### config.mk
export PLATFORM = sky130hd
export DESIGN_NAME = demux1_4_stream
export DESIGN_NICKNAME = d
export VERILOG_FILES = /design/src/rtl/fft_pkg.sv /design/src/rtl/demux_lane_reg.sv /design/src/rtl/demux1_4_stream.sv
export SDC_FILE = /design/constraint.sdc
export NUM_CORES = 1
export LEC_CHECK = 0
export BUFFER_PORTS_ARGS = -buffer_cell sky130_fd_sc_hd__buf_2
export CAP_MARGIN = 40
export CORE_ASPECT_RATIO = 2
export CORE_MARGIN = 2
export CORE_UTILIZATION = 36
export DETAILED_ROUTE_END_ITERATION = 6
export GPL_TIMING_DRIVEN = 1
export PLACE_DENSITY = 0.64
export SLEW_MARGIN = 20
export SYNTH_ARGS = -nofsm -noshare
export SYNTH_HDL_FRONTEND = slang
export SYNTH_SLANG_ARGS = --single-unit
### constraint.sdc
create_clock -name clk -period 1.9 [get_ports clk]
set_input_delay 0.285 -clock clk [delete_from_list [all_inputs] [get_ports clk]]
set_output_delay 0.285 -clock clk [all_outputs]
set_load 0.05 [all_outputs]
### src/rtl/fft_pkg.sv
// Shared definitions for the FFT front end: lane select codes, default frame
// length and the flush FSM state type.
package fft_pkg;

    localparam logic [1:0] LANE0 = 2'd0;
    localparam logic [1:0] LANE1 = 2'd1;
    localparam logic [1:0] LANE2 = 2'd2;
    localparam logic [1:0] LANE3 = 2'd3;

    localparam int FRAME_LEN_DEFAULT = 32;

    typedef enum logic {
        RUN   = 1'b0,
        FLUSH = 1'b1
    } demux_state_t;

    // Round-robin successor of a lane pointer.
    function automatic logic [1:0] next_lane(input logic [1:0] lane);
        return lane + 2'd1;
    endfunction

endpackage

### src/rtl/demux_lane_reg.sv
// One-deep valid/ready holding register for a single demux output lane.
// A write in the same cycle as a read refills the slot without a bubble.
module demux_lane_reg #(
    parameter int W = 44
) (
    input  logic         clk,
    input  logic         rst,
    input  logic         wr_en,
    input  logic [W-1:0] wr_data,
    input  logic         rd_ready,
    output logic         valid,
    output logic [W-1:0] data
);

    // NOTE: sequential state uses non-blocking assignments so every flop samples pre-edge values.
    always_ff @(posedge clk) begin
        if (rst) begin
            valid <= 1'b0;
            // NOTE: the data register is reset too because it drives a visible port with a defined reset value.
            data  <= '0;
        end else if (wr_en) begin
            valid <= 1'b1;
            data  <= wr_data;
        end else if (rd_ready) begin
            valid <= 1'b0;
        end
    end

endmodule

### src/rtl/demux1_4_stream.sv
// 1:4 stream demux for packed complex samples with per-lane holding registers,
// frame counting and drain-and-restart flush. DEMUX_STALL_CNT_EN adds stall_cnt.
module demux1_4_stream
    import fft_pkg::*;
#(
    parameter int number_bits = 22,
    parameter int FRAME_LEN   = FRAME_LEN_DEFAULT
) (
    input  logic                     clk,
    input  logic                     rst,
    input  logic [2*number_bits-1:0] in_data,
    input  logic                     in_valid,
    output logic                     in_ready,
    input  logic                     auto_rr,
    input  logic [1:0]               in_sel,
    input  logic                     flush,
    output logic [2*number_bits-1:0] out_data0,
    output logic [2*number_bits-1:0] out_data1,
    output logic [2*number_bits-1:0] out_data2,
    output logic [2*number_bits-1:0] out_data3,
    output logic [3:0]               out_valid,
    input  logic [3:0]               out_ready,
    output logic                     frame_done,
    output logic                     busy_flush
`ifdef DEMUX_STALL_CNT_EN
    ,
    output logic [15:0]              stall_cnt
`endif
);

    localparam int                DW       = 2 * number_bits;
    localparam int                CW       = $clog2(FRAME_LEN);
    localparam logic [CW-1:0]     CNT_LAST = CW'(FRAME_LEN - 1);

    demux_state_t  state;
    logic [1:0]    rr_ptr;
    logic [CW-1:0] count;
    logic [1:0]    tgt;
    logic          accept;
    logic [3:0]    wr_en;
    logic [3:0]    lane_valid;
    logic [DW-1:0] lane_data [4];

    assign tgt = auto_rr ? rr_ptr : in_sel;

    // Ready looks only at the target lane and the FSM, never at in_valid.
    always_comb begin
        in_ready = (state == RUN) && (!lane_valid[tgt] || out_ready[tgt]);
    end

    assign accept = in_valid && in_ready;

    // NOTE: give every always_comb output a default first so no path leaves it unassigned (no latch).
    always_comb begin
        wr_en = 4'b0000;
        if (accept) begin
            unique case (tgt)
                LANE0: wr_en[0] = 1'b1;
                LANE1: wr_en[1] = 1'b1;
                LANE2: wr_en[2] = 1'b1;
                LANE3: wr_en[3] = 1'b1;
            endcase
        end
    end

    for (genvar k = 0; k < 4; k++) begin : g_lane
        demux_lane_reg #(
            .W(DW)
        ) u_lane (
            .clk      (clk),
            .rst      (rst),
            .wr_en    (wr_en[k]),
            .wr_data  (in_data),
            .rd_ready (out_ready[k]),
            .valid    (lane_valid[k]),
            .data     (lane_data[k])
        );
    end

    assign out_valid = lane_valid;
    assign out_data0 = lane_data[0];
    assign out_data1 = lane_data[1];
    assign out_data2 = lane_data[2];
    assign out_data3 = lane_data[3];

    // Pointer, frame counter and flush FSM share one register block.
    // In FLUSH in_ready is low, so no accept can collide with the restart.
    always_ff @(posedge clk) begin
        if (rst) begin
            state      <= RUN;
            busy_flush <= 1'b0;
            rr_ptr     <= LANE0;
            count      <= '0;
            frame_done <= 1'b0;
        end else begin
            frame_done <= accept && (count == CNT_LAST);

            if (accept) begin
                count <= (count == CNT_LAST) ? '0 : count + 1'b1;
                if (auto_rr) begin
                    rr_ptr <= next_lane(rr_ptr);
                end
            end

            unique case (state)
                RUN: begin
                    if (flush) begin
                        state      <= FLUSH;
                        busy_flush <= 1'b1;
                    end
                end
                FLUSH: begin
                    if (lane_valid == 4'b0000) begin
                        state      <= RUN;
                        busy_flush <= 1'b0;
                        rr_ptr     <= LANE0;
                        count      <= '0;
                    end
                end
            endcase
        end
    end

`ifdef DEMUX_STALL_CNT_EN
    always_ff @(posedge clk) begin
        if (rst) begin
            stall_cnt <= '0;
        end else if (in_valid && !in_ready && (stall_cnt != 16'hFFFF)) begin
            stall_cnt <= stall_cnt + 16'd1;
        end
    end
`endif

endmodule
==> summary.txt, run 1 <==
Outcome
  • Status: complete, but fails checks
  • Violated checks: setup timing

Synth
  • Mux share of post-synthesis cell area: 0.0102
  • FF+latch count, synth: 190
  • Sequential share of the synthesized area: 0.564
  • Synth unique cells: 35
  • Synthesized area: 6750 um^2
  • Largest family of logic cells by synthesized area: simple AND/OR/NAND/NOR gates
  • Top cell type's share of synthesized area: 0.564
  • Synth Instances: 846
  • Syn Area/Cell: 7.97 um^2
  • Adder-cell share of the synthesized area: 0.00371
  • Post-Syn Nets: 903
  • Main area contributors after synthesis: dfxtp_1, nand2_1, a21oi_1, clkbuf_1, buf_2
  • Synth warn: 0
  • Area leader, netlist: dfxtp_1
  • XOR/XNOR share of the synthesized area: 0.00130
  • Simple-gate share of the synthesized area: 0.229
  • Synth Area in Compound Gates: 0.149

Critical path
  • Critical setup path kind: flop to primary output
  • Crit-path max cell delay: 330 ps
  • CP most frequent cell: mux2_4
  • CP Capture Type: primary output
  • Worst EP required: between 1500 and 2000 ps
  • Crit path max fanout: 3
  • Worst-path cell chain: mux2_4 -> mux2_4 -> mux2i_4 -> nor2_2 -> buf_6
  • CP arrival: ~1700 ps
  • Worst setup SP type: flop
  • Slowest cell on crit path: mux2_4
  • R2R cell count: 8

Clocking
  • Clk_lat worst skew: 430 ps
  • TritonCTS clock tree: yes
  • Num CTS Buffers: 17
  • Clock root buffer: clkbuf_16
  • CTS Sinks: 190
  • Clock Pin Slew Worst Setup and Hold Paths: 60 ps
  • Maximum root-to-sink buffer count: 2
  • # H-tree levels: 4

Timing
  • Slew HR: 0.645
  • FMAX: 493 MHz
  • Fin crit period: 2030 ps
  • RSZ-0062 raised after global routing: yes
  • Final worst slack: -127 ps
  • Final slew viol count: 0
  • Period utilization: 1.07
  • Final setup viols: 4
  • Worst Max-Slew Pin Slew: 527 ps
  • Hold Fails Final Rpt: 0
  • Clk_skew: slightly below 5 ps

Global routing
  • First-pass GRT wire length: 32900 um
  • Pin count of the biggest net entering global routing: 94
  • Vias in the first global route: 6193
  • Initial antenna violation count: 1
  • Gr usage total: 0.215
  • Overflow left after global routing: 0

Pwr
  • Leakage power: 3.87 nW
  • Worst vdd ir: 570 uV
  • Pwr Total: 9.19 mW
  • P per Cell Area: 1020 nW/um^2

Cells and area
  • Finished Cell Area: 9020 um^2
  • Layout cell share with drive strength beyond 1: 0.299
  • Multi-input gate area: 2750 um^2
  • Most frequent cells in the layout: nand2_1, buf_2, dfxtp_1, a21oi_1, buf_4
  • Flip-flop and latch area: 3800 um^2
  • Nets: ~1100
  • Commonest non-fill, non-tap cell in the layout: nand2_1
  • Syn-to-layout area delta: 33.7%
  • Fill cells: 1836

Floorplan
  • Total I/O pin count: roughly 240
  • Chip width: 101 um
  • Height of the die: 198 um
  • Die area: 19900 um^2
  • Num rows: 70
  • Core area: 18300 um^2
  • Initial Util: 0.369

Hold path
  • Worst Hold Class: input pin to flop
  • WHS Path Cells: 3

Placed design
  • DP Wirelength: 14800 um
  • Placed cell areas: 8290 um^2
  • Placer congestion estimate: 0.808
  • Dpl ws: -1.45 ps
  • Port Buffer Count: 237

Drt
  • Drc violations: 0
  • Routed vias/inst: 4.97
  • Wire length per cell: 16.5 um
  • DR pass1 iterations: 4
  • Antenna violation net count after detailed routing: 0
  • Vias: 6468
  • DRT Wirelength: 21400 um
  • Initial DRC count: 221

Job
  • Max-cap viol count: 0
routing by layer:
| layer | vias to the layer above | track usage | part of all wire | routed length (um) |
|---|---|---|---|---|
| met3 | 47 | 0.0403 | 0.039 | 843 |
| met2 | 189 | 0.411 | 0.56 | 12000 |
| li1 | 3192 | - | - | - |
| met5 | - | 0 | 0 | 0 |
| met1 | 3040 | 0.215 | 0.36 | 7800 |
| met4 | 0 | 0.106 | 0.036 | 770 |
synth_stat cells:
master,number
a211oi_1,1
a21o_1,1
a21oi_1,185
a22o_1,1
a22oi_4,1
a31o_1,1
a31oi_1,2
and2_1,1
and3_1,3
buf_2,21
buf_4,4
buf_8,1
clkbuf_1,35
dfxtp_1,190
ha_1,2
inv_1,3
mux2_4,3
mux2i_1,1
mux2i_2,1
nand2_1,358
nand2b_1,5
nand3_1,4
nand3b_1,1
nor2_1,7
nor2_2,1
nor2b_1,2
nor3_1,2
nor3_2,1
nor4_1,1
nor4b_4,1
o211ai_1,1
o21ai_0,1
or3_1,2
or4_1,1
xor2_1,1
through the flow:
stage / cells / hold slack [ps] / TNS, ps / utilization
after floorplan: 846 / 401 / 0 / -
after global placement: 1264 / 438 / 0 / 0.453
after detailed placement: 1264 / 443 / -1.45 / 0.453
after CTS: 1299 / 64.1 / -149 / 0.489
after global routing: 1301 / 100 / -2040 / 0.493
final: 1301 / 80.3 / -155 / 0.493
power breakdown:
group          switching, mW  internal, mW  total (mW)
clock network           1.52          2.09        3.61
logic                   1.00         0.365        1.37
registers             0.0779          4.13        4.21
worst paths after layout:
path | start | to | slack, ps
hold reg to reg | g_lane[3].u_lane.data[21] | g_lane[3].u_lane.data[21] | 450
setup / recovery | rr_ptr[1] | in_ready | -130
setup reg to reg | rr_ptr[1] | g_lane[1].u_lane.data[1] | -10
hold / removal | flush | state | 80
what timing repair did:
| item | 4_1_cts | 5_1_grt |
|---|---|---|
| buffers inserted | 5 | 1 |
| setup endpoints to repair | 1 | 44 |
| gates resized for setup | 6 | 15 |
| pin swaps | 0 | 1 |
| hold buffers | 0 | 0 |
critical path: cells and delay by family (launching register included):
family	cells	cell delay [ps]
buf+inv	1	150
flops	1	320
mux	3	790
simple gates	1	50
cell type report:
class                   instances  share of cell area
diodes                          1            0.000278
clock buffers                  20              0.0495
clock inverters                10              0.0155
inverters                       3             0.00125
multi-input cells             592               0.305
flip-flops and latches        190               0.422
well taps                     216              0.0300
repair buffers                269               0.177
cells by family (layout without fill, tap and decap cells):
logic type,after synthesis,after routing
AO/OA/AOI/OAI,194,194
multiplexers,5,5
other,0,1
flip-flops,190,190
AND/OR/NAND/NOR,390,390
adder cells (fa/ha/maj),2,2
buffers and inverters,64,302
XOR/XNOR,1,1
flip-flops by register name, summed over array words and instances (netlist names):
signal / cells
g_lane.u_lane.valid: 4
state: 1
frame_done: 1
g_lane.u_lane.data: 176
rr_ptr: 2
busy_flush: 1
count: 5
No activity file was read; power rests on OpenSTA's default activity.
==> run 2, diff against run 1 <==
--- a/config.mk
+++ b/config.mk
@@ -9,10 +9,10 @@
 export CAP_MARGIN = 40
 export CORE_ASPECT_RATIO = 2
 export CORE_MARGIN = 2
-export CORE_UTILIZATION = 36
+export CORE_UTILIZATION = 40
 export DETAILED_ROUTE_END_ITERATION = 6
 export GPL_TIMING_DRIVEN = 1
-export PLACE_DENSITY = 0.64
+export PLACE_DENSITY = 0.69
 export SLEW_MARGIN = 20
 export SYNTH_ARGS = -nofsm -noshare
 export SYNTH_HDL_FRONTEND = slang
==> run 2 against run 1 <==
Compared with the run above: setup slack got worse by 1.0 ps; cell count unchanged; count of clock-buffer cells in the layout shrank 2; clock power rose by 2%; largest cell class unchanged; the run still ends with setup timing left; combinational power about the same; wire length down 3.7%; die area is 9.7% lower; core utilization is 5.5 points higher.
==> summary.txt, run 2 (synthesis gave the netlist of run 1 again) <==
Outcome
  • Status: complete, but fails checks
  • Violated checks: setup timing

Drt
  • DRT Wirelength: 20600 um (-3.7%)
  • Drc violations: 0 (unchanged)
  • Vias: 6549 (+1.3%)
  • Wire length per cell: 15.9 um (-3.7%)
  • DR pass1 iterations: 5 (+1)
  • Initial DRC count: 194 (-12%)
  • Antenna violation net count after detailed routing: 0 (unchanged)
  • Routed vias/inst: 5.03 (+1.3%)

Global routing
  • First-pass GRT wire length: 30600 um (-7.1%)
  • Overflow left after global routing: 0 (unchanged)
  • Pin count of the biggest net entering global routing: 91 (-3.2%)
  • Gr usage total: 0.217 (+0.00138)
  • Vias in the first global route: 6061 (-2.1%)
  • Initial antenna violation count: 0 (-1)

Cells and area
  • Finished Layout Cells: 1301 (unchanged)
  • Layout cell share with drive strength beyond 1: 0.299 (about the same)
  • Finished Cell Area: 9080 um^2 (+0.72%)
  • Most frequent cells in the layout: nand2_1, buf_2, dfxtp_1, a21oi_1, buf_4
  • Largest regs: g_lane.u_lane.data: 176 flops, count: 5 flops, g_lane.u_lane.valid: 4 flops
  • Fin util: 0.547 (+0.0546)
  • Syn-to-layout area delta: 34.6%
  • Max reg flops: 176 (unchanged)
  • Inserted Diodes: 0 (-1)
  • Commonest non-fill, non-tap cell in the layout: nand2_1
  • Top reg by flops: g_lane.u_lane.data
  • Fill cells: 1554 (-15%)
  • Nets: 1138 (+0.71%)

Timing
  • Final worst slack: -128 ps (-1.01 ps)
  • FMAX: 493 MHz (about the same)
  • RSZ-0062 raised after global routing: yes
  • Period utilization: 1.07 (about the same)
  • Clk_skew: 10.6 ps (+5.68 ps)
  • Final setup viols: 1 (-3)
  • Hold Fails Final Rpt: 0 (unchanged)
  • Slew HR: 0.744 (+0.0983)
  • Worst Max-Slew Pin Slew: 385 ps (-143 ps)
  • Fin crit period: 2030 ps (+1.01 ps)
  • Final slew viol count: 0 (unchanged)

Pwr
  • Leakage power: 3.93 nW (+1.6%)
  • P per Cell Area: 1020 nW/um^2 (+0.31%)
  • Pwr Total: 9.28 mW (+1.0%)
  • Clock Power Share: 0.399 (+0.006)
  • Reg power frac: 0.453 (-0.005)
  • Comb pwr share: 0.148 (about the same)
  • Internal power: 6.53 mW (-0.87%)
  • P_sw: 2.75 mW (+5.9%)
  • Worst vdd ir: 604 uV (+6.0%)
  • Sw Ratio: 0.296 (+0.0135)

Clocking
  • # H-tree levels: 4 (unchanged)
  • Clk_lat worst skew: 430 ps (about the same)
  • Hold buffer count at CTS: 0 (unchanged)
  • Clock Pin Slew Worst Setup and Hold Paths: 70 ps (about the same)
  • TritonCTS clock tree: yes
  • Num CTS Buffers: 17 (unchanged)
  • Clock root buffer: clkbuf_16
  • Maximum root-to-sink buffer count: 2 (unchanged)
  • CTS Sinks: 190 (unchanged)

Critical path
  • Worst EP required: 1620 ps (about the same)
  • CP Capture Type: primary output
  • Crit path from: rr_ptr[1]
  • Worst setup SP type: flop
  • Worst R2R Start: rr_ptr[1]
  • Critical setup path kind: flop to primary output
  • Crit path max fanout: 3 (unchanged)
  • CP arrival: 1740 ps (about the same)

Placed design
  • Placed cell areas: 8220 um^2 (-0.83%)
  • # placed instances: 1254 (-0.79%)
  • DP Wirelength: 13500 um (-8.8%)
  • Port Buffer Count: 237 (unchanged)
  • Placer congestion estimate: 0.775 (-4.1%)

Floorplan
  • Height of the die: 188 um (-5.0%)
  • Core area: 16600 um^2 (-9.3%)
  • Die area: 18000 um^2 (-9.7%)
  • Initial Util: 0.406 (+0.0379)
  • Chip width: 95.8 um (-4.9%)
  • Num rows: 67 (-4.3%)
  • Total I/O pin count: 238 (unchanged)

Hold path
  • Worst Hold Class: input pin to flop
  • Min-delay src: flush

Job
  • Max-cap viol count: 0 (unchanged)
[run 2: repair_timing]
action,in CTS,in global routing
pin swaps,1,3
cloned,0,5
resized for setup,5,13
endpoints found under the setup margin,1,69
setup buffers,5,5
[run 2: metal layers]
layer | vias up | GRT usage | share of wire
met3 | 20 | 0.0671 | 0.10
li1 | 3208 | - | -
met2 | 267 | 0.354 | 0.49
met1 | 3054 | 0.263 | 0.39
met5 | - | 0 | 0
met4 | 0 | 0.0797 | 0.019
[run 2: power groups by stage]
stage	registers (mW)	clock network, mW	logic [mW]
after floorplan	4.76	0	0.417
after global placement	4.29	0	1.28
after detailed placement	4.30	0	1.30
after CTS	4.21	3.75	1.31
after global routing	4.22	3.93	1.46
final	4.21	3.70	1.37
[run 2: per-stage QoR]
step | hold slack, ps | worst slack (ps) | setup TNS (ps)
after global placement | 438 | 23.5 | 0
after detailed placement | 443 | -14.3 | -46.5
after global routing | 112 | -191 | -264
after floorplan | 401 | 153 | 0
after CTS | 71.2 | -139 | -139
final | 87.3 | -128 | -128
[run 2: final cells by class]
type / instances / area, um^2 / share of cell area
multi-input cells: 592 / 2700 / 0.298
inverters: 3 / 11.3 / 0.00124
clock buffers: 18 / 439 / 0.0484
clock inverters: 14 / 173 / 0.0190
repair buffers: 277 / 1690 / 0.186
flip-flops and latches: 190 / 3800 / 0.419
well taps: 207 / 259 / 0.0285
[run 2: path summary, 6_finish.rpt]
path                                    end  slack [ps]  depth (start not counted)
setup reg to reg                   count[3]          20                          8
setup / recovery                   in_ready        -130                          5
hold reg to reg   g_lane[0].u_lane.data[24]         450                          2
hold / removal                        state          90                          3
[run 2: critical path, cell delays in order (launching register included)]
cell and delay [ps]:
dfxtp_2 320, mux2_4 280, mux2_4 330, mux2i_4 170, nor2_2 60, buf_6 160
==> run 3, diff against run 2 <==
--- a/config.mk
+++ b/config.mk
@@ -12,7 +12,7 @@
 export CORE_UTILIZATION = 40
 export DETAILED_ROUTE_END_ITERATION = 6
 export GPL_TIMING_DRIVEN = 1
-export PLACE_DENSITY = 0.69
+export PLACE_DENSITY_LB_ADDON = 0.3
 export SLEW_MARGIN = 20
 export SYNTH_ARGS = -nofsm -noshare
 export SYNTH_HDL_FRONTEND = slang
==> run 3 against run 2 <==
Compared with the run above: the run still ends with setup timing left; core utilization fell by 0.20 points; combinational power barely moved; hold slack improved by 2.8 ps.
==> summary.txt, run 3 (synthesis gave the netlist of run 1 again) <==
Critical path
  • Critical setup path kind: flop to primary output
  • Crit path max fanout: 3 (unchanged)
  • Worst setup SP type: flop
  • CP most frequent cell: mux2_4
  • CP Capture Type: primary output
  • Worst EP required: 1620 ps (about the same)
  • Crit-path max cell delay: 320 ps (about the same)
  • CP arrival: 1720 ps (-20 ps)
  • Worst-path cell chain: mux2_4 -> mux2_4 -> mux2i_4 -> nor2_2 -> buf_6
  • Slowest cell on crit path: dfxtp_2

Cells and area
  • Largest regs: g_lane.u_lane.data: 176 flops, count: 5 flops, g_lane.u_lane.valid: 4 flops
  • Most frequent cells in the layout: nand2_1, buf_2, dfxtp_1, a21oi_1, buf_4
  • Layout cell share with drive strength beyond 1: 0.304 (+0.00468)
  • Top reg by flops: g_lane.u_lane.data
  • Inserted Diodes: 0 (unchanged)
  • Commonest non-fill, non-tap cell in the layout: nand2_1
  • Fin util: 0.545 (-0.00204)
  • Syn-to-layout area delta: 34.1%
  • Max reg flops: 176 (unchanged)
  • Nets: 1131 (-0.62%)
  • Fill cells: 1578 (+1.5%)
  • Finished Cell Area: 9050 um^2 (-0.37%)
  • Finished Layout Cells: 1294 (-0.54%)

Global routing
  • Vias in the first global route: 5933 (-2.1%)
  • Pin count of the biggest net entering global routing: 102 (+12%)
  • First-pass GRT wire length: 30400 um (-0.54%)
  • Gr usage total: 0.214 (-0.00284)
  • Initial antenna violation count: 0 (unchanged)
  • Overflow left after global routing: 0 (unchanged)

Floorplan
  • Num rows: 67 (unchanged)
  • Chip width: 95.8 um (unchanged)
  • Initial Util: 0.406 (unchanged)
  • Height of the die: 188 um (unchanged)
  • Core area: 16600 um^2 (unchanged)
  • Total I/O pin count: 238 (unchanged)
  • Die area: 18000 um^2 (unchanged)

Drt
  • Antenna violation net count after detailed routing: 0 (unchanged)
  • Wire length per cell: 15.2 um (-4.3%)
  • Vias: 6485 (-0.98%)
  • Initial DRC count: 343 (+77%)
  • DRT Wirelength: 19700 um (-4.8%)
  • DR pass1 iterations: 5 (unchanged)
  • Drc violations: 0 (unchanged)
  • Routed vias/inst: 5.01 (-0.44%)

Timing
  • Final slew viol count: 0 (unchanged)
  • Slew HR: 0.711 (-0.0323)
  • Clk_skew: 12.3 ps (+1.69 ps)
  • Period utilization: 1.05 (-0.0138)
  • Final setup viols: 1 (unchanged)
  • Worst Max-Slew Pin Slew: 433 ps (+48.5 ps)
  • Fin crit period: 2000 ps (-26.2 ps)
  • WHS: 90.1 ps (+2.82 ps)
  • FMAX: 499 MHz (+1.3%)
  • RSZ-0062 raised after global routing: yes
  • Hold Fails Final Rpt: 0 (unchanged)
  • Final worst slack: -102 ps (+26.2 ps)

Clocking
  • Num CTS Buffers: 17 (unchanged)
  • Maximum root-to-sink buffer count: 2 (unchanged)
  • TritonCTS clock tree: yes
  • Clock Pin Slew Worst Setup and Hold Paths: 70 ps (about the same)
  • Clk_lat worst skew: 420 ps (about the same)
  • # H-tree levels: 4 (unchanged)
  • Clock root buffer: clkbuf_16
  • Hold buffer count at CTS: 0 (unchanged)
  • CTS Sinks: 190 (unchanged)

Placed design
  • DP Wirelength: 13400 um (-0.79%)
  • Placed cell areas: 8270 um^2 (+0.61%)
  • Placer congestion estimate: 0.813 (+4.9%)
  • Dpl ws: 23.5 ps (+37.7 ps)
  • Port Buffer Count: 237 (unchanged)
  • # placed instances: 1254 (unchanged)

Job
  • Max-cap viol count: 0 (unchanged)

Outcome
  • Status: complete, but fails checks
  • Violated checks: setup timing

Pwr
  • Leakage power: 3.89 nW (-1.2%)
  • Worst vdd ir: 607 uV (+0.47%)
  • P per Cell Area: 1020 nW/um^2 (-0.22%)

Hold path
  • Worst Hold Class: input pin to flop
-- run 3: where the power goes --
part	total, mW	internal [mW]	switching [mW]
combinational	1.35	0.360	0.986
clock	3.67	2.03	1.64
sequential	4.21	4.13	0.0804
-- run 3: per-stage QoR --
stage | total power, mW | setup TNS, ps
after CTS | 9.27 | -103
after global placement | 5.59 | 0
after floorplan | 5.18 | 0
after detailed placement | 5.61 | 0
after global routing | 9.56 | -1040
final | 9.23 | -102
-- run 3: critical path, delay by kind of cell, from the launching register on --
| kind | cells | cell delay [ps] |
|---|---|---|
| muxes | 3 | 760 |
| DFF | 1 | 320 |
| buffers and inverters | 1 | 160 |
| and+or+nand+nor | 1 | 50 |
-- run 3: per-layer routing --
layer  up-vias  routed length, um  global-route usage
met5         -                  0                   0
met4         0                294              0.0687
met3        19               1720              0.0659
met2       243               9560               0.345
met1      3027               8090               0.270
li1       3196                  -                   -
-- run 3: layout make-up --
| class | count | area, um^2 | share of cell area |
|---|---|---|---|
| multi-input combinational | 592 | 2750 | 0.304 |
| timing repair buffer | 270 | 1610 | 0.178 |
| inverter | 3 | 11.3 | 0.00124 |
| sequential | 190 | 3800 | 0.420 |
| tap | 207 | 259 | 0.0286 |
| clock inverter | 14 | 171 | 0.0189 |
| clock buffer | 18 | 439 | 0.0485 |
-- run 3: worst paths after layout --
check	from	end	slack (ps)	depth (start not counted)
worst max-delay path	rr_ptr[1]	in_ready	-100	5
worst min register to register	g_lane[1].u_lane.data[25]	g_lane[1].u_lane.data[25]	450	2
worst max register to register	rr_ptr[1]	g_lane[1].u_lane.data[35]	10	8
worst min-delay path	flush	state	90	3
-- run 3: repair_timing --
action | CTS | global route
buffers inserted | 5 | 2
endpoints found under the setup margin | 1 | 3
pin swaps | 0 | 1
cloned | 0 | 1
gates resized for setup | 5 | 15
